$ cat config.mk
export PLATFORM = sky130hd
export DESIGN_NAME = mem_arbiter_flat
export DESIGN_NICKNAME = d
export VERILOG_FILES = /design/src/rtl/mem_arbiter_if.sv /design/src/rtl/mem_arbiter.sv /design/src/flat_wrapper.sv
export SDC_FILE = /design/constraint.sdc
export NUM_CORES = 1
export LEC_CHECK = 0
export BUFFER_PORTS_ARGS = -buffer_cell sky130_fd_sc_hd__buf_2
export CAP_MARGIN = 20
export CELL_PAD_IN_SITES_DETAIL_PLACEMENT = 0
export CELL_PAD_IN_SITES_GLOBAL_PLACEMENT = 2
export CORE_MARGIN = 8
export CORE_UTILIZATION = 13
export DETAILED_ROUTE_END_ITERATION = 6
export PLACE_DENSITY = 0.95
export SYNTH_ARGS = -nofsm -noshare
export SYNTH_HDL_FRONTEND = slang
export SYNTH_SLANG_ARGS = --single-unit
$ cat constraint.sdc
create_clock -name clk -period 1.7 [get_ports clk]
set_clock_uncertainty 0.05 [all_clocks]
set_input_delay 0.085 -clock clk [delete_from_list [all_inputs] [get_ports clk]]
set_output_delay 0.085 -clock clk [all_outputs]
set_load 0.005 [all_outputs]
$ cat src/rtl/mem_arbiter_if.sv
// mem_arbiter_if: per-core memory buses plus the shared RAM bus around the arbiter
interface mem_arbiter_if #(
  parameter int N_CORES = 2,
  parameter int DATA_W = 32,
  parameter int ADDR_W = 32
);
  logic [N_CORES*ADDR_W-1:0] core_mem_addr;
  logic [N_CORES*DATA_W-1:0] core_mem_data_w;
  logic [N_CORES-1:0] core_mem_read;
  logic [N_CORES-1:0] core_mem_write;
  logic [N_CORES*DATA_W-1:0] core_mem_data_r;
  logic [N_CORES-1:0] core_mem_wait;
  logic [ADDR_W-1:0] ram_mem_addr;
  logic [DATA_W-1:0] ram_mem_data_w;
  logic ram_mem_read;
  logic ram_mem_write;
  logic [DATA_W-1:0] ram_mem_data_r;
  logic ram_mem_wait;
  modport slave (
    input core_mem_addr, core_mem_data_w, core_mem_read, core_mem_write, ram_mem_data_r, ram_mem_wait,
    output core_mem_data_r, core_mem_wait, ram_mem_addr, ram_mem_data_w, ram_mem_read, ram_mem_write
  );
  modport master (
    output core_mem_addr, core_mem_data_w, core_mem_read, core_mem_write, ram_mem_data_r, ram_mem_wait,
    input core_mem_data_r, core_mem_wait, ram_mem_addr, ram_mem_data_w, ram_mem_read, ram_mem_write
  );
endinterface

$ cat src/rtl/mem_arbiter.sv
// mem_arbiter: round-robin sharing of one RAM port among N_CORES cores
module mem_arbiter #(
  parameter int N_CORES = 2,
  parameter int DATA_W = 32,
  parameter int ADDR_W = 32
) (
  input logic clk,
  input logic rst,
  input logic en,
  mem_arbiter_if.slave bus
);
  localparam int IW = (N_CORES > 1) ? $clog2(N_CORES) : 1;
  typedef enum logic {IDLE, BUSY} state_t;
  state_t state, state_nx;
  logic [IW-1:0] grant, grant_nx, last, last_nx, pick, cand;
  logic [N_CORES-1:0] req;
  logic busy, finish, served;
  assign req = bus.core_mem_read | bus.core_mem_write;
  assign busy = state == BUSY;
  assign served = req[grant] & ~bus.ram_mem_wait;
  assign finish = busy & (~req[grant] | ~bus.ram_mem_wait);
  assign bus.core_mem_data_r = {N_CORES{bus.ram_mem_data_r}};
  always_comb begin
    pick = grant;
    cand = '0;
    for (int k = N_CORES; k >= 1; k--) begin
      cand = IW'((int'(last) + k) % N_CORES);
      pick = req[cand] ? cand : pick;
    end
  end
  always_comb begin
    bus.ram_mem_addr = busy ? bus.core_mem_addr[int'(grant)*ADDR_W +: ADDR_W] : '0;
    bus.ram_mem_data_w = busy ? bus.core_mem_data_w[int'(grant)*DATA_W +: DATA_W] : '0;
    bus.ram_mem_read = busy & bus.core_mem_read[grant] & ~bus.core_mem_write[grant];
    bus.ram_mem_write = busy & bus.core_mem_write[grant];
    bus.core_mem_wait = req;
    bus.core_mem_wait[grant] = busy ? bus.ram_mem_wait : req[grant];
  end
  always_comb begin
    state_nx = !en ? state : busy ? (finish ? IDLE : BUSY) : (|req ? BUSY : IDLE);
    grant_nx = (en && !busy && |req) ? pick : grant;
    last_nx = (en && busy && served) ? grant : last;
  end
  always_ff @(posedge clk) begin
    if (rst) begin
      state <= IDLE;
      grant <= '0;
      last <= IW'(N_CORES - 1);
    end else begin
      state <= state_nx;
      grant <= grant_nx;
      last <= last_nx;
    end
  end
endmodule

$ cat src/flat_wrapper.sv
// flat-port wrapper written by rule: the top's interface ports become plain ports
module mem_arbiter_flat 
#(
  parameter int N_CORES = 2,
  parameter int DATA_W = 32,
  parameter int ADDR_W = 32
)
  (clk, rst, en, bus_core_mem_addr, bus_core_mem_data_w, bus_core_mem_read, bus_core_mem_write, bus_ram_mem_data_r, bus_ram_mem_wait, bus_core_mem_data_r, bus_core_mem_wait, bus_ram_mem_addr, bus_ram_mem_data_w, bus_ram_mem_read, bus_ram_mem_write);
  mem_arbiter_if #(.N_CORES(N_CORES), .DATA_W(DATA_W), .ADDR_W(ADDR_W)) bus_i ();
  input logic clk;
  input logic rst;
  input logic en;
  input wire logic [$bits(bus_i.core_mem_addr)-1:0] bus_core_mem_addr;
  input wire logic [$bits(bus_i.core_mem_data_w)-1:0] bus_core_mem_data_w;
  input wire logic [$bits(bus_i.core_mem_read)-1:0] bus_core_mem_read;
  input wire logic [$bits(bus_i.core_mem_write)-1:0] bus_core_mem_write;
  input wire logic [$bits(bus_i.ram_mem_data_r)-1:0] bus_ram_mem_data_r;
  input wire logic [$bits(bus_i.ram_mem_wait)-1:0] bus_ram_mem_wait;
  output wire logic [$bits(bus_i.core_mem_data_r)-1:0] bus_core_mem_data_r;
  output wire logic [$bits(bus_i.core_mem_wait)-1:0] bus_core_mem_wait;
  output wire logic [$bits(bus_i.ram_mem_addr)-1:0] bus_ram_mem_addr;
  output wire logic [$bits(bus_i.ram_mem_data_w)-1:0] bus_ram_mem_data_w;
  output wire logic [$bits(bus_i.ram_mem_read)-1:0] bus_ram_mem_read;
  output wire logic [$bits(bus_i.ram_mem_write)-1:0] bus_ram_mem_write;
  assign bus_i.core_mem_addr = bus_core_mem_addr;
  assign bus_i.core_mem_data_w = bus_core_mem_data_w;
  assign bus_i.core_mem_read = bus_core_mem_read;
  assign bus_i.core_mem_write = bus_core_mem_write;
  assign bus_i.ram_mem_data_r = bus_ram_mem_data_r;
  assign bus_i.ram_mem_wait = bus_ram_mem_wait;
  assign bus_core_mem_data_r = bus_i.core_mem_data_r;
  assign bus_core_mem_wait = bus_i.core_mem_wait;
  assign bus_ram_mem_addr = bus_i.ram_mem_addr;
  assign bus_ram_mem_data_w = bus_i.ram_mem_data_w;
  assign bus_ram_mem_read = bus_i.ram_mem_read;
  assign bus_ram_mem_write = bus_i.ram_mem_write;
  mem_arbiter #(.N_CORES(N_CORES), .DATA_W(DATA_W), .ADDR_W(ADDR_W)) u_core (.clk(clk), .rst(rst), .en(en), .bus(bus_i));
endmodule
# Word-level counts from Yosys, hierarchy flattened
# Index checks and enable logic that the tools add are counted.
[op_classes] add_sub_neg=2 magnitude_cmp=4 shifts=2 n_mux=21 n_bitwise=10 reduce_logical=9
[ops] cell="variable part select 64 x 7 -> 32 bit" n=2
[ops] cell="2-to-1 mux 32 bit" n=2
[ops] cell="2-to-1 mux 1 bit" n=17
[ops] cell="less-than comparator 1 x 2 -> 1 bit, second input constant" n=3
[ops] cell="AND 1 bit" n=5
[ops] cell="logical AND 1 bit" n=5
[ops] cell="NOT 1 bit" n=3
[ops] cell="adder 1 bit, second input constant" n=2
[ops] cell="bitwise mux 2 bit" n=1
[ops] cell="OR 2 bit" n=1
[ops] cell="AND reduction 2 bit" n=1
[ops] cell="nonzero test 2 bit" n=1
[ops] cell="OR reduction 2 bit" n=1
[ops] cell="demux 1 bit (select 1 bit)" n=1
[ops] cell=">= comparator 1 bit, second input constant" n=1
[ops] cell="logical NOT 1 bit" n=1
[ops] cell="OR 1 bit" n=1
[word_totals] ff_bits=3 in_bits=168 output_inout_bits=132 word_cells=51

# Depth between registers and ports, before layout
[logic_depth] word_depth=8 ltp_mapped=4

# Worst setup path before layout
# Ideal clock, no wire load.
[synth_timing] kind="register to output" startpoint="register u_core.grant" endpoint="output bus_ram_mem_addr[0]" t_arrival_ns=0.908 required_ns=1.565 slack_ns=0.657 path_stages_with_launch=5 n_path_buf=2 path_cell_list="dfxtp_1 > buf_2 > buf_4 > mux2i_1 > nor2b_1"
[synth_via] elab_chain_len=2
[synth_lines] element="from (decl)" line="mem_arbiter.sv:15" rtl="logic [IW-1:0] grant, grant_nx, last, last_nx, pick, cand;"
[synth_lines] element="from (signal assigned)" line="mem_arbiter.sv:51" rtl="grant <= grant_nx;"
[synth_lines] element="variable part select 64 x 7 -> 32 bit" line="mem_arbiter.sv:32" rtl="bus.ram_mem_addr = busy ? bus.core_mem_addr[int'(grant)*ADDR_W +: ADDR_W] : '0;"
[synth_lines] element="2-to-1 mux 32 bit" line="mem_arbiter.sv:32"
[synth_lines] element="to (decl)" line="flat_wrapper.sv:21" rtl="output wire logic [$bits(bus_i.ram_mem_addr)-1:0] bus_ram_mem_addr;"
# Every way passes these cells.

# Worst setup path in the final report
[layout_timing] startpoint="register u_core.grant" endpoint="output bus_ram_mem_data_w[24]"
[layout_via] elab_chain_len=2
[layout_lines] element="variable part select 64 x 7 -> 32 bit" line="mem_arbiter.sv:33" rtl="bus.ram_mem_data_w = busy ? bus.core_mem_data_w[int'(grant)*DATA_W +: DATA_W] : '0;"
[layout_lines] element="2-to-1 mux 32 bit" line="mem_arbiter.sv:33"
[layout_lines] element="to (decl)" line="flat_wrapper.sv:22" rtl="output wire logic [$bits(bus_i.ram_mem_data_w)-1:0] bus_ram_mem_data_w;"
# Every way passes these cells.

==> flow_summary_export.csv <==
group,metric,value,unit
logic_synthesis,synth-warning-count,0,
clocking,cts_made_buffers,3,
floorplanning,dieWidth,135.8,µm
layout,final_area,0.002720,mm²
floorplanning,die-area,0.01843,mm²
timing,worst_pin_slew,0.3481,ns
setup_path,path_cells,"buf_4, mux2i_1, nor2b_1, buf_2",
floorplanning,io_pins,300,
pwr,switchingPower,0.3631,mW
timing,rsz0062_at_grt,"no",
layout,finish.net_count,544,
timing,setup_ws,0.1647,ns
grt,grt_first_pass_wirelength,10240,µm
routing,drt_wl_total,7078,µm
worst_hold_path,min_path_type,"input port to flip-flop",
routing,first_pass_iters,2,
setup_path,crit_arrival,1.40,ns
logic_synthesis,synth_compound_area_frac,0.03691,
clocking,cts_tree,"done",
layout,layout_common_cells,"buf_2 (203), nor2b_1 (67), mux2i_1 (66)",
placed_design,globalplace.congestion,0.7822,
pwr,internal-power,0.7874,mW
logic_synthesis,syn-num-nets,408,
pwr,ir_drop,0.2350,mV
layout,final_common_cell,"buf_2",
pwr,swShare,0.3156,
timing,finalCriticalPeriod,1.535,ns
logic_synthesis,synth.avg_cell_area,7.768,µm²
logic_synthesis,yosys.area_share.adder,0,
setup_path,critPathMaxFanout,16,
layout,final_layout_size_suffix_gt1_frac,0.5760,
floorplanning,initial_core_util,0.1338,
timing,max_clock_freq,0.6513,GHz
routing,num_vias,1997,
placed_design,placed_area,0.002641,mm²
logic_synthesis,synthDistinctLibCells,25,
logic_synthesis,synth_top_family_by_area,"multiplexers",
timing,holdWs,0.01939,ns
logic_synthesis,syn_inst,240,
outcome,outcome,"completed",
logic_synthesis,synthXorXnorAreaFrac,0,
pwr,combPwrFrac,0.578,
clocking,clk_latency,0.22,ns
grt,grt_start_max_net_pins,36,
setup_path,required,1.56,ns
timing,period_share,0.9031,
placed_design,dp_hpwl,6237,µm
clocking,htreeDepth,1,
placed_design,pre_cts_ws,0.3710,ns
logic_synthesis,seq_area_frac_synth,0.03221,
timing,setup_violations,0,
pwr,powerDensity,423.0,mW/mm²
setup_path,max_stage_delay,0.53,ns
floorplanning,core,0.01393,mm²
clocking,clkTransAtPathRegs,0.03,ns
clocking,cts_hold_buffers,0,
logic_synthesis,synth-seq-cells,3,
layout,areaGrowthSynthToFinish,45.91,%
timing,setup_tns,0,ns
clocking,clockBufferDepth,2,
logic_synthesis,synth.area.mux_share,0.3544,
pwr,p_leak,1.367,nW
setup_path,r2r_cells,3,
clocking,clock-sinks,3,
grt,overflow,0,
worst_hold_path,whs_path_depth,2,
setup_path,cp_slowest_cell,"dfxtp_4",
routing,drtIter0Drc,19,
floorplanning,fp-row-count,43,
clocking,post_cts_resized,0,
pwr,seqPwrFrac,0.098,
placed_design,portBuffers,203,
grt,grt_usage,0.06784,
routing,avgRoutedWirePerCell,12.75,µm
routing,drt-vias-per-instance,3.598,
timing,drv_slew,0,
routing,final_antenna_net_count,0,
floorplanning,die_h,135.8,µm
pwr,pwr-share-clk,0.324,
setup_path,cp-end-kind,"primary output",
timing,hold_viol,0,
grt,grt_pass1_vias,2086,
clocking,cts-root-buf,"clkbuf_16",
layout,diodes,0,
routing,drc_errors,0,
clocking,post_cts_buffers,0,
flow_run,maxCapViolCount,0,
timing,slew_headroom,0.7680,
setup_path,startpoint_type,"flip-flop",
setup_path,path_class,"flip-flop to primary output",
grt,antenna_found_initial,0,
logic_synthesis,netlist_area,0.001864,mm²
logic_synthesis,yosys.area_share.simple,0.2658,
==> Yosys cell counts (all sizes together) <==
| cell type | number | area [µm²] |
|---|---|---|
| o21bai | 1 | 7.510 |
| nand4b | 1 | 8.760 |
| a211o | 1 | 8.760 |
| dfxtp | 3 | 60.06 |
| nand2 | 1 | 3.750 |
| nand3b | 1 | 7.510 |
| clkbuf | 6 | 22.52 |
| nor4 | 1 | 6.260 |
| nand2b | 2 | 20.02 |
| nor2b | 67 | 419.2 |
| o22a | 1 | 8.760 |
| a2bb2oi | 1 | 8.760 |
| inv | 2 | 7.510 |
| or2 | 1 | 6.260 |
| o21ai | 2 | 10.01 |
| a31oi | 1 | 6.260 |
| buf | 73 | 549.3 |
| a32oi | 1 | 8.760 |
| mux2i | 66 | 660.6 |
| a21oi | 2 | 10.01 |
| nor2 | 5 | 18.77 |
| nand3 | 1 | 5.000 |
==> cell type report <==
| cell class | count | area [µm²] |
|---|---|---|
| repair buffers | 210 | 1119 |
| clock buffers | 4 | 78.83 |
| flip-flops and latches | 3 | 65.06 |
| inverters | 2 | 7.507 |
| well taps | 180 | 225.2 |
| fillers | 1577 | 11210 |
| multi-input cells | 156 | 1225 |
==> sequential cells by signal (all words and copies together), names as in the netlist <==
signal	flops
u_core.grant	1
u_core.busy	1
u_core.last	1
==> per-stage QoR <==
step / total power, mW / util / instances
6_report: 1.151 / 0.1952 / 555
5_1_grt: 1.238 / 0.1952 / 555
4_1_cts: 1.174 / 0.1952 / 555
3_5_place_dp: 0.7917 / 0.1895 / 551
3_3_place_gp: 0.7915 / 0.1895 / 551
2_1_floorplan: 0.5713 / - / 240
==> power by group through the flow <==
stage,sequential (mW),combinational [mW],clock [mW]
6_report,0.112,0.665,0.373
2_1_floorplan,0.0874,0.484,0
3_3_place_gp,0.115,0.676,0
4_1_cts,0.114,0.680,0.380
5_1_grt,0.117,0.734,0.387
3_5_place_dp,0.115,0.677,0
==> path summary, 6_finish.rpt <==
check	from	to	slack (ns)
setup / recovery	u_core.grant	bus_ram_mem_data_w[24]	0.16
hold / removal	rst	u_core.busy	0.02
setup reg to reg	u_core.grant	u_core.busy	0.57
hold reg to reg	u_core.last	u_core.last	0.45
==> routing by layer <==
| layer | track usage | vias to the layer above | share of wire |
|---|---|---|---|
| li1 | - | 1001 | - |
| met1 | 0.06028 | 852 | 0.32 |
| met2 | 0.1289 | 121 | 0.51 |
| met3 | 0.03116 | 23 | 0.14 |
| met4 | 0.02776 | 0 | 0.025 |
| met5 | 0 | - | 0 |
==> kinds of logic after synthesis <==
kind of cell | Yosys count
and+or+nand+nor | 80
buffers and inverters | 81
DFF | 3
AOI/OAI and AO/OA | 10
muxes | 66
==> worst max-delay path: cells and delay by family (launching register included) <==
family / cells / cell delay (ns)
simple gates: 1 / 0.06
mux: 1 / 0.20
buf+inv: 2 / 0.39
flops: 1 / 0.53
Note: power is estimated with default switching activity, not from simulation.
